$ cat config.mk
export PLATFORM = sky130hd
export DESIGN_NAME = comparator_multicycle
export DESIGN_NICKNAME = d
export VERILOG_FILES = /design/src/rtl/comparator_pkg.sv /design/src/rtl/comparator_chunk.sv /design/src/rtl/comparator_multicycle.sv
export SDC_FILE = /design/constraint.sdc
export NUM_CORES = 1
export LEC_CHECK = 0
export CAP_MARGIN = 10
export CORE_ASPECT_RATIO = 0.9
export CORE_MARGIN = 3
export CORE_UTILIZATION = 31
export CTS_BUF_LIST = sky130_fd_sc_hd__clkbuf_4 sky130_fd_sc_hd__clkbuf_8
export CTS_CLUSTER_DIAMETER = 150
export DETAILED_ROUTE_END_ITERATION = 12
export PLACE_DENSITY_LB_ADDON = 0.15
export SLEW_MARGIN = 0
export SYNTH_ARGS = -nofsm -noshare
export SYNTH_HDL_FRONTEND = slang
export SYNTH_HIERARCHICAL = 1
export SYNTH_SLANG_ARGS = --single-unit
$ cat constraint.sdc
create_clock -name clk -period 6 [get_ports clk]
set_clock_uncertainty 0.15 [all_clocks]
set_input_delay 0.6 -clock clk [delete_from_list [all_inputs] [get_ports clk]]
set_output_delay 0.6 -clock clk [all_outputs]
set_load 0.02 [all_outputs]
$ cat src/rtl/comparator_pkg.sv
// comparator_pkg: shared comparison modes, FSM states and result helpers
package comparator_pkg;
  typedef enum logic [2:0] {
    CMP_EQ  = 3'd0,
    CMP_NE  = 3'd1,
    CMP_LT  = 3'd2,
    CMP_LTU = 3'd3,
    CMP_GE  = 3'd4,
    CMP_GEU = 3'd5
  } cmp_mode_t;
  typedef enum logic [1:0] {
    S_IDLE = 2'd0,
    S_BUSY = 2'd1,
    S_DONE = 2'd2
  } state_t;
  function automatic logic is_signed(cmp_mode_t m);
    return !(m == CMP_LTU || m == CMP_GEU);
  endfunction
  // Reserved encodings 6 and 7 fall through to 0.
  function automatic logic cmp_result(logic [2:0] m, logic eq, logic lt);
    return m == CMP_EQ ? eq :
           m == CMP_NE ? !eq :
           (m == CMP_LT || m == CMP_LTU) ? lt :
           (m == CMP_GE || m == CMP_GEU) ? !lt : 1'b0;
  endfunction
endpackage

$ cat src/rtl/comparator_chunk.sv
// comparator_chunk: combinational W-bit eq/lt; signed_top flips the MSB so an unsigned compare orders two's complement
module comparator_chunk #(
  parameter int W = 8
) (
  input  logic [W-1:0] a,
  input  logic [W-1:0] b,
  input  logic         signed_top,
  output logic         eq,
  output logic         lt
);
  logic [W-1:0] flip;
  assign flip = W'(signed_top) << (W - 1);
  assign eq = a == b;
  assign lt = (a ^ flip) < (b ^ flip);
endmodule

$ cat src/rtl/comparator_multicycle.sv
// comparator_multicycle: N-bit multi-mode comparator scanning W bits per cycle, MSB chunk first.
// Define COMPARATOR_EARLY_EXIT_EN to finish on the first differing chunk.
module comparator_multicycle
  import comparator_pkg::*;
#(
  parameter int N = 32,
  parameter int W = 8
) (
  input  logic         clk,
  input  logic         rst,
  input  logic         in_valid,
  output logic         in_ready,
  input  logic [N-1:0] a,
  input  logic [N-1:0] b,
  input  logic [2:0]   mode,
  output logic         out_valid,
  input  logic         out_ready,
  output logic         out,
  output logic         out_eq,
  output logic         out_lt
);
  localparam int CHUNKS = N / W;
  localparam int IW = CHUNKS > 1 ? $clog2(CHUNKS) : 1;
  if (N % W != 0 || N < W) begin : g_bad
    $error("comparator_multicycle: N must be a non-zero multiple of W");
  end
  state_t         state;
  logic [N-1:0]   a_r, b_r;
  logic [2:0]     mode_r;
  logic [IW-1:0]  idx;
  logic           decided, lt;
  logic [W-1:0]   ca, cb;
  logic           c_eq, c_lt, top, dec_n, lt_n, fin;
  assign ca = a_r[int'(idx)*W +: W];
  assign cb = b_r[int'(idx)*W +: W];
  assign top = idx == IW'(CHUNKS - 1);
  comparator_chunk #(.W(W)) u_chunk (
    .a          (ca),
    .b          (cb),
    .signed_top (top && is_signed(cmp_mode_t'(mode_r))),
    .eq         (c_eq),
    .lt         (c_lt)
  );
  assign dec_n = decided || !c_eq;
  assign lt_n = decided ? lt : !c_eq && c_lt;
`ifdef COMPARATOR_EARLY_EXIT_EN
  assign fin = idx == '0 || dec_n;
`else
  assign fin = idx == '0;
`endif
  assign in_ready = state == S_IDLE;
  assign out_valid = state == S_DONE;
  always_ff @(posedge clk or posedge rst) begin
    if (rst) begin
      state   <= S_IDLE;
      a_r     <= '0;
      b_r     <= '0;
      mode_r  <= '0;
      idx     <= IW'(CHUNKS - 1);
      decided <= 1'b0;
      lt      <= 1'b0;
      out     <= 1'b0;
      out_eq  <= 1'b0;
      out_lt  <= 1'b0;
    end else begin
      case (state)
        S_IDLE: if (in_valid) begin
          a_r     <= a;
          b_r     <= b;
          mode_r  <= mode;
          idx     <= IW'(CHUNKS - 1);
          decided <= 1'b0;
          lt      <= 1'b0;
          state   <= S_BUSY;
        end
        S_BUSY: begin
          decided <= dec_n;
          lt      <= lt_n;
          idx     <= idx - IW'(1);
          if (fin) begin
            out    <= cmp_result(mode_r, !dec_n, lt_n);
            out_eq <= !dec_n;
            out_lt <= lt_n;
            state  <= S_DONE;
          end
        end
        S_DONE: if (out_ready) state <= S_IDLE;
        default: state <= S_IDLE;
      endcase
    end
  end
endmodule
After elaboration in Yosys (flattened, before gate mapping):

Cells that the tools add are included.
Widths: inputs -> output; s select.

* register bits: 76
* bits of input ports: 71
* output and inout bits: 5
* logic and storage cells: 60

* add/sub/neg operators: 1
* $lt $le $gt $ge: 1
* equal/unequal tests: 12
* shift operators: 2
* muxes and demuxes: 14
* bitwise operators: 2
* reduce and logical (&&, ||, !) cells: 18

Operators by type and width (number)
* $shiftx 32x6->8: 2
* $xor 8x8->8: 2
* $eq 8x8->1: 1
* $lt 8x8->1: 1
* $mux 2: 4
* $eq 3x2->1 const B: 2
* $eq 3x3->1 const B: 2
* $mux 1: 6
* $pmux 2 s3: 1
* $reduce_and 2->1: 3
* $eq 2x2->1 const B: 2
* $logic_not 1->1: 4
* $logic_not 2->1: 2
* $logic_or 1x1->1: 4
* $ne 2x2->1 const B: 2
* $pmux 1 s2: 2
* $pmux 2 s2: 1
* $eq 3x1->1 const B: 1
* $logic_not 3->1: 1
* $reduce_and 3->1: 1
* $eq 2x1->1 const B: 1
* $logic_and 1x1->1: 2
* $ne 2x1->1 const B: 1
* $reduce_bool 2->1: 1
* $sub 2x1->2 const B: 1

Longest topological paths before layout:

* word-level depth: 13
* gate-level depth with buffers: 13

Hierarchy:

The synthesis kept the hierarchy.

Modules (own cells, without submodules)
* comparator_multicycle: instances 1, cells an instance 210, area each 3769.9 um^2, seq. area each 1904.3 um^2
* comparator_chunk: instances 1, cells an instance 33, area each 220.2 um^2, seq. area each 0.0 um^2

Least setup slack after synthesis:

OpenSTA, ideal clock, no wires.

* path type: register -> register
* from: register idx[0]
* to: register out
* arrival: 2.892 ns
* data required time: 5.758 ns
* slack: 2.866 ns
* cell stages (with the launch flop): 12
* buffers on the path: 2
* path through: dfstp_2 > buf_6 > clkbuf_8 > mux4_1 > ha_1 > a21oi_1 > o21ai_0 > a221oi_2 > nor3b_2 > a21oi_1 > mux2_4 > o31ai_2

* elaborated cells on any way between the ends: 20
* those cells by class: order compare (1); eq/ne (2); shift (2); mux (5); bitwise (2); reduce/logical (8)

RTL lines
* start: declaration: RTL line comparator_multicycle.sv:30 `logic [IW-1:0] idx;`
* start signal: assignment: RTL line comparator_multicycle.sv:59 `idx <= IW'(CHUNKS - 1);`
* start signal: assignment: RTL line comparator_multicycle.sv:71 `idx <= IW'(CHUNKS - 1);`
* start signal: assignment: RTL line comparator_multicycle.sv:79 `idx <= idx - IW'(1);`
* $shiftx 32x6->8 (*): RTL line comparator_multicycle.sv:34 `assign ca = a_r[int'(idx)*W +: W];`
* named net ca[1]: RTL line comparator_multicycle.sv:32 `logic [W-1:0] ca, cb;`
* $xor 8x8->8 (*): RTL line comparator_chunk.sv:14 `assign lt = (a ^ flip) < (b ^ flip);`
* $lt 8x8->1 (*): RTL line comparator_chunk.sv:14
* named net c_lt: RTL line comparator_multicycle.sv:33 `logic c_eq, c_lt, top, dec_n, lt_n, fin;`
* $logic_and 1x1->1 (*): RTL line comparator_multicycle.sv:45 `assign lt_n = decided ? lt : !c_eq && c_lt;`
* $mux 1 (*): RTL line comparator_multicycle.sv:45
* $logic_not 1->1: RTL line comparator_pkg.sv:24 `(m == CMP_GE || m == CMP_GEU) ? !lt : 1'b0;`
* $mux 1: RTL line comparator_pkg.sv:24
* $mux 1 (*): RTL line comparator_pkg.sv:23 `(m == CMP_LT || m == CMP_LTU) ? lt :`
* $mux 1 (*): RTL line comparator_pkg.sv:22 `m == CMP_NE ? !eq :`
* $mux 1 (*): RTL line comparator_pkg.sv:21 `return m == CMP_EQ ? eq :`
* end signal: assignment: RTL line comparator_multicycle.sv:81 `out <= cmp_result(mode_r, !dec_n, lt_n);`
* end: declaration: RTL line comparator_multicycle.sv:18 `output logic out,`

Mark *: on every way through the listed nets, which the timed path passes. The rest lies on a longest branch.
A chain may end at the register's enable or synchronous reset.

Final worst setup path:

* from: register idx[0]
* to: register out

* elaborated cells on any way between the ends: 20
* those cells by class: order compare (1); eq/ne (2); shift (2); mux (5); bitwise (2); reduce/logical (8)

RTL lines
* $shiftx 32x6->8 (*): RTL line comparator_multicycle.sv:35 `assign cb = b_r[int'(idx)*W +: W];`
* named net cb[7]: RTL line comparator_multicycle.sv:32
* $eq 8x8->1 (*): RTL line comparator_chunk.sv:13 `assign eq = a == b;`
* named net c_eq: RTL line comparator_multicycle.sv:33
* $logic_not 1->1 (*): RTL line comparator_multicycle.sv:44, comparator_multicycle.sv:45
* $logic_and 1x1->1: RTL line comparator_multicycle.sv:45
* $mux 1: RTL line comparator_multicycle.sv:45
* $logic_not 1->1: RTL line comparator_pkg.sv:24
* $mux 1: RTL line comparator_pkg.sv:24
* $mux 1: RTL line comparator_pkg.sv:23
* $mux 1: RTL line comparator_pkg.sv:22
* $mux 1 (*): RTL line comparator_pkg.sv:21

Marks and branches as above.

==> impl_metrics.csv <==
group,metric,value,unit
grt,antenna_found_initial,0,
route,post_drt_wl_per_cell,16.44,um
clock_tree,cts_resized,0,
floorplan,num_rows,38,
floorplan,fp.dieW,125.6,um
timing,slew_viol_final,0,
synth,synth_edf_count,0,
synth,synth_area_leaders,"dfrtp_1, mux2_4, mux4_1, buf_12, ha_1",
placed_design,dp_slack,2494,ps
synth,yosysTopAreaCellShare,46.41,%
placed_design,dp_hpwl,5507,um
power_and_ir_drop,seqPwrFrac,38.3,%
worst_setup_path,r2r_end,"out",
worst_setup_path,endpoint,"out",
clock_tree,cts_max_level,3,
cells_and_area,drive_gt1_share,29.41,%
synth,yosysWarnings,6,
synth,synth_ff_type,"dfrtp_1",
timing,finalSetupTns,0,ps
synth,synth_fp_nets,323,
worst_setup_path,worstPathRequired,6120,ps
grt,grt_pass1_vias,2324,
route,wl,7939,um
power_and_ir_drop,power.density,519.2,nW/um2
floorplan,coreArea,12310,um2
power_and_ir_drop,p_comb_share,47.3,%
timing,tightest_slew,973.3,ps
timing,setup_violations,0,
timing,timing.final.ws_setup,2449,ps
synth,seq_area_frac_synth,47.73,%
worst_setup_path,crit_path_start_kind,"flop",
synth,yosysTopAreaCell,"dfrtp_1",
worst_setup_path,cp_max_fo,20,
power_and_ir_drop,ir_drop,152.7,uV
power_and_ir_drop,clkPwrFrac,14.4,%
worst_setup_path,reg2regPathDepth,8,
clock_tree,cts-root-buf,"clkbuf_8",
power_and_ir_drop,leakage,2.211,nW
worst_setup_path,r2r_slack,2450,ps
synth,async_flop_share,100.0,%
worst_setup_path,crit_start,"idx[0]",
run,drv_cap,0,
grt,overflow,0,
timing,holdWs,340.4,ps
timing,hold_viol_final,0,
run_status,status,"completed",
clock_tree,cts_sinks,76,
floorplan,dieHeight,113.6,um
power_and_ir_drop,p_int,1.736,mW
route,routed_via_density,4.439,
worst_setup_path,r2r-start,"idx[0]",
route,drt_iter0_markers,84,
route,antenna_left,0,
clock_tree,cts_inserted_buffers,9,
cells_and_area,layout_commonest_cell,"clkdlybuf4s50_1",
clock_tree,clkTransAtPathRegs,70,ps
synth,synth_cell_types,32,
floorplan,die-area,14270,um2
timing,slew_headroom,35.12,%
power_and_ir_drop,switching_power,831.6,uW
min_path,hp-class,"reg -> reg",
clock_tree,post_cts_buffers,0,
worst_setup_path,crit_type,"reg -> reg",
cells_and_area,area_delta_synth_final,23.93,%
clock_tree,clock_latency,350,ps
worst_setup_path,cp_data_arrival_time,3670,ps
grt,grt.total_usage,11.72,%
route,drc,0,
cells_and_area,diodes,0,
floorplan,initial_utilization,32.40,%
synth,synth.avg_cell_area,16.42,um2
synth,yosys_register_bits,76,
timing,fmax,281.6,MHz
placed_design,port_buffers,75,
grt,grt_max_degree,77,
cells_and_area,finalNetCount,398,
placed_design,globalplace.congestion,0.7742,
worst_setup_path,critPathCaptureType,"flop",
cells_and_area,final_cell_mix,"clkdlybuf4s50_1, dfrtp_1, mux2_4",
clock_tree,cts_tree,"built",
clock_tree,cts_hold_buf,0,
synth,syn_inst,243,
timing,rsz0062_at_grt,"no",
grt,grt_pass1_wl,12940,um
power_and_ir_drop,swShare,32.39,%
cells_and_area,post-route-cell-area,4945,um2
cells_and_area,utilization,40.15,%
placed_design,place_area,4757,um2
floorplan,ios,76,
route,vias,2144,
timing,period_share,59.18,%
route,firstDrtPassIters,4,
clock_tree,clock_path_buffers,2,
timing,period_needed,3551,ps
synth,synth_area,3990,um2
-- registers in the layout (all words and copies together) (netlist names), 2 cells and up --
signal	flops
idx	2
a_r	32
state	2
mode_r	3
b_r	32
-- logic make-up (layout without fill, tap and decap cells) --
group                    after synthesis  in the layout  share of synthesized area (%)
adder cells (fa/ha/maj)                9              9                          2.822
flip-flops                            76             76                          47.73
AO/OA/AOI/OAI                         19             19                          3.198
multiplexers                          84             84                          36.03
buffers and inverters                 28            108                          6.428
XOR/XNOR                               3              3                         0.6586
AND/OR/NAND/NOR                       24             24                          3.136
-- routing by layer --
metal	part of all wire [%]	GRT usage, %	vias to the layer above	routed length (um)
met1	50	16.96	1030	3992
met4	1.5	3.685	0	119
met3	5.4	3.979	11	426
met2	43	16.54	65	3401
li1	-	-	1038	-
met5	0	0	-	0
-- cell type report --
cell class / instances / area [um2]
clock buffers: 13 / 166.4
clock inverters: 3 / 21.27
fillers: 1132 / 7370
inverters: 15 / 57.56
multi-input cells: 139 / 1829
flip-flops and latches: 76 / 1904
well taps: 160 / 200.2
repair buffers: 77 / 765.7
-- power groups by stage --
stage                     Sequential, mW  Combinational (mW)  Clock, mW
after floorplan                    0.881                1.13          0
after global placement              1.01                1.20          0
after detailed placement           0.995                1.22          0
after CTS                          0.990                1.23      0.387
after global routing                1.03                1.33      0.407
final                              0.985                1.21      0.369
-- critical path, stage by stage (launching register included) --
cell	delay, ps
dfstp_2	870
mux4_1	700
xnor2_1	210
nand2_1	110
nor4_1	540
nor3b_2	130
a21oi_1	240
mux2_4	330
o31ai_2	200
-- through the flow --
step                      total power [mW]  instances
after global placement               2.211        467
after CTS                            2.608        483
after detailed placement             2.215        467
after floorplan                      2.012        243
after global routing                 2.767        483
final                                2.568        483
-- worst min path at each step --
| stage | start | to | slack [ps] | depth (start not counted) |
|---|---|---|---|---|
| after floorplan | a_r[11] | a_r[11] | 320 | 1 |
| after global placement | out_eq | out_eq | 320 | 2 |
| after detailed placement | b_r[15] | b_r[15] | 340 | 1 |
| after CTS | out_eq | out_eq | 360 | 2 |
| after global routing | a_r[29] | a_r[29] | 370 | 1 |
| final | out_eq | out_eq | 340 | 2 |
-- synth_stat cells (all sizes together) (2+ instances only) --
cell    n
ha      9
xnor2   2
nand2  10
inv    15
o21ai   5
mux2   68
dfstp   2
a21oi   7
nor2    4
dfrtp  74
buf    12
nor3    3
mux4   16
(Power assumes the default switching activity.)
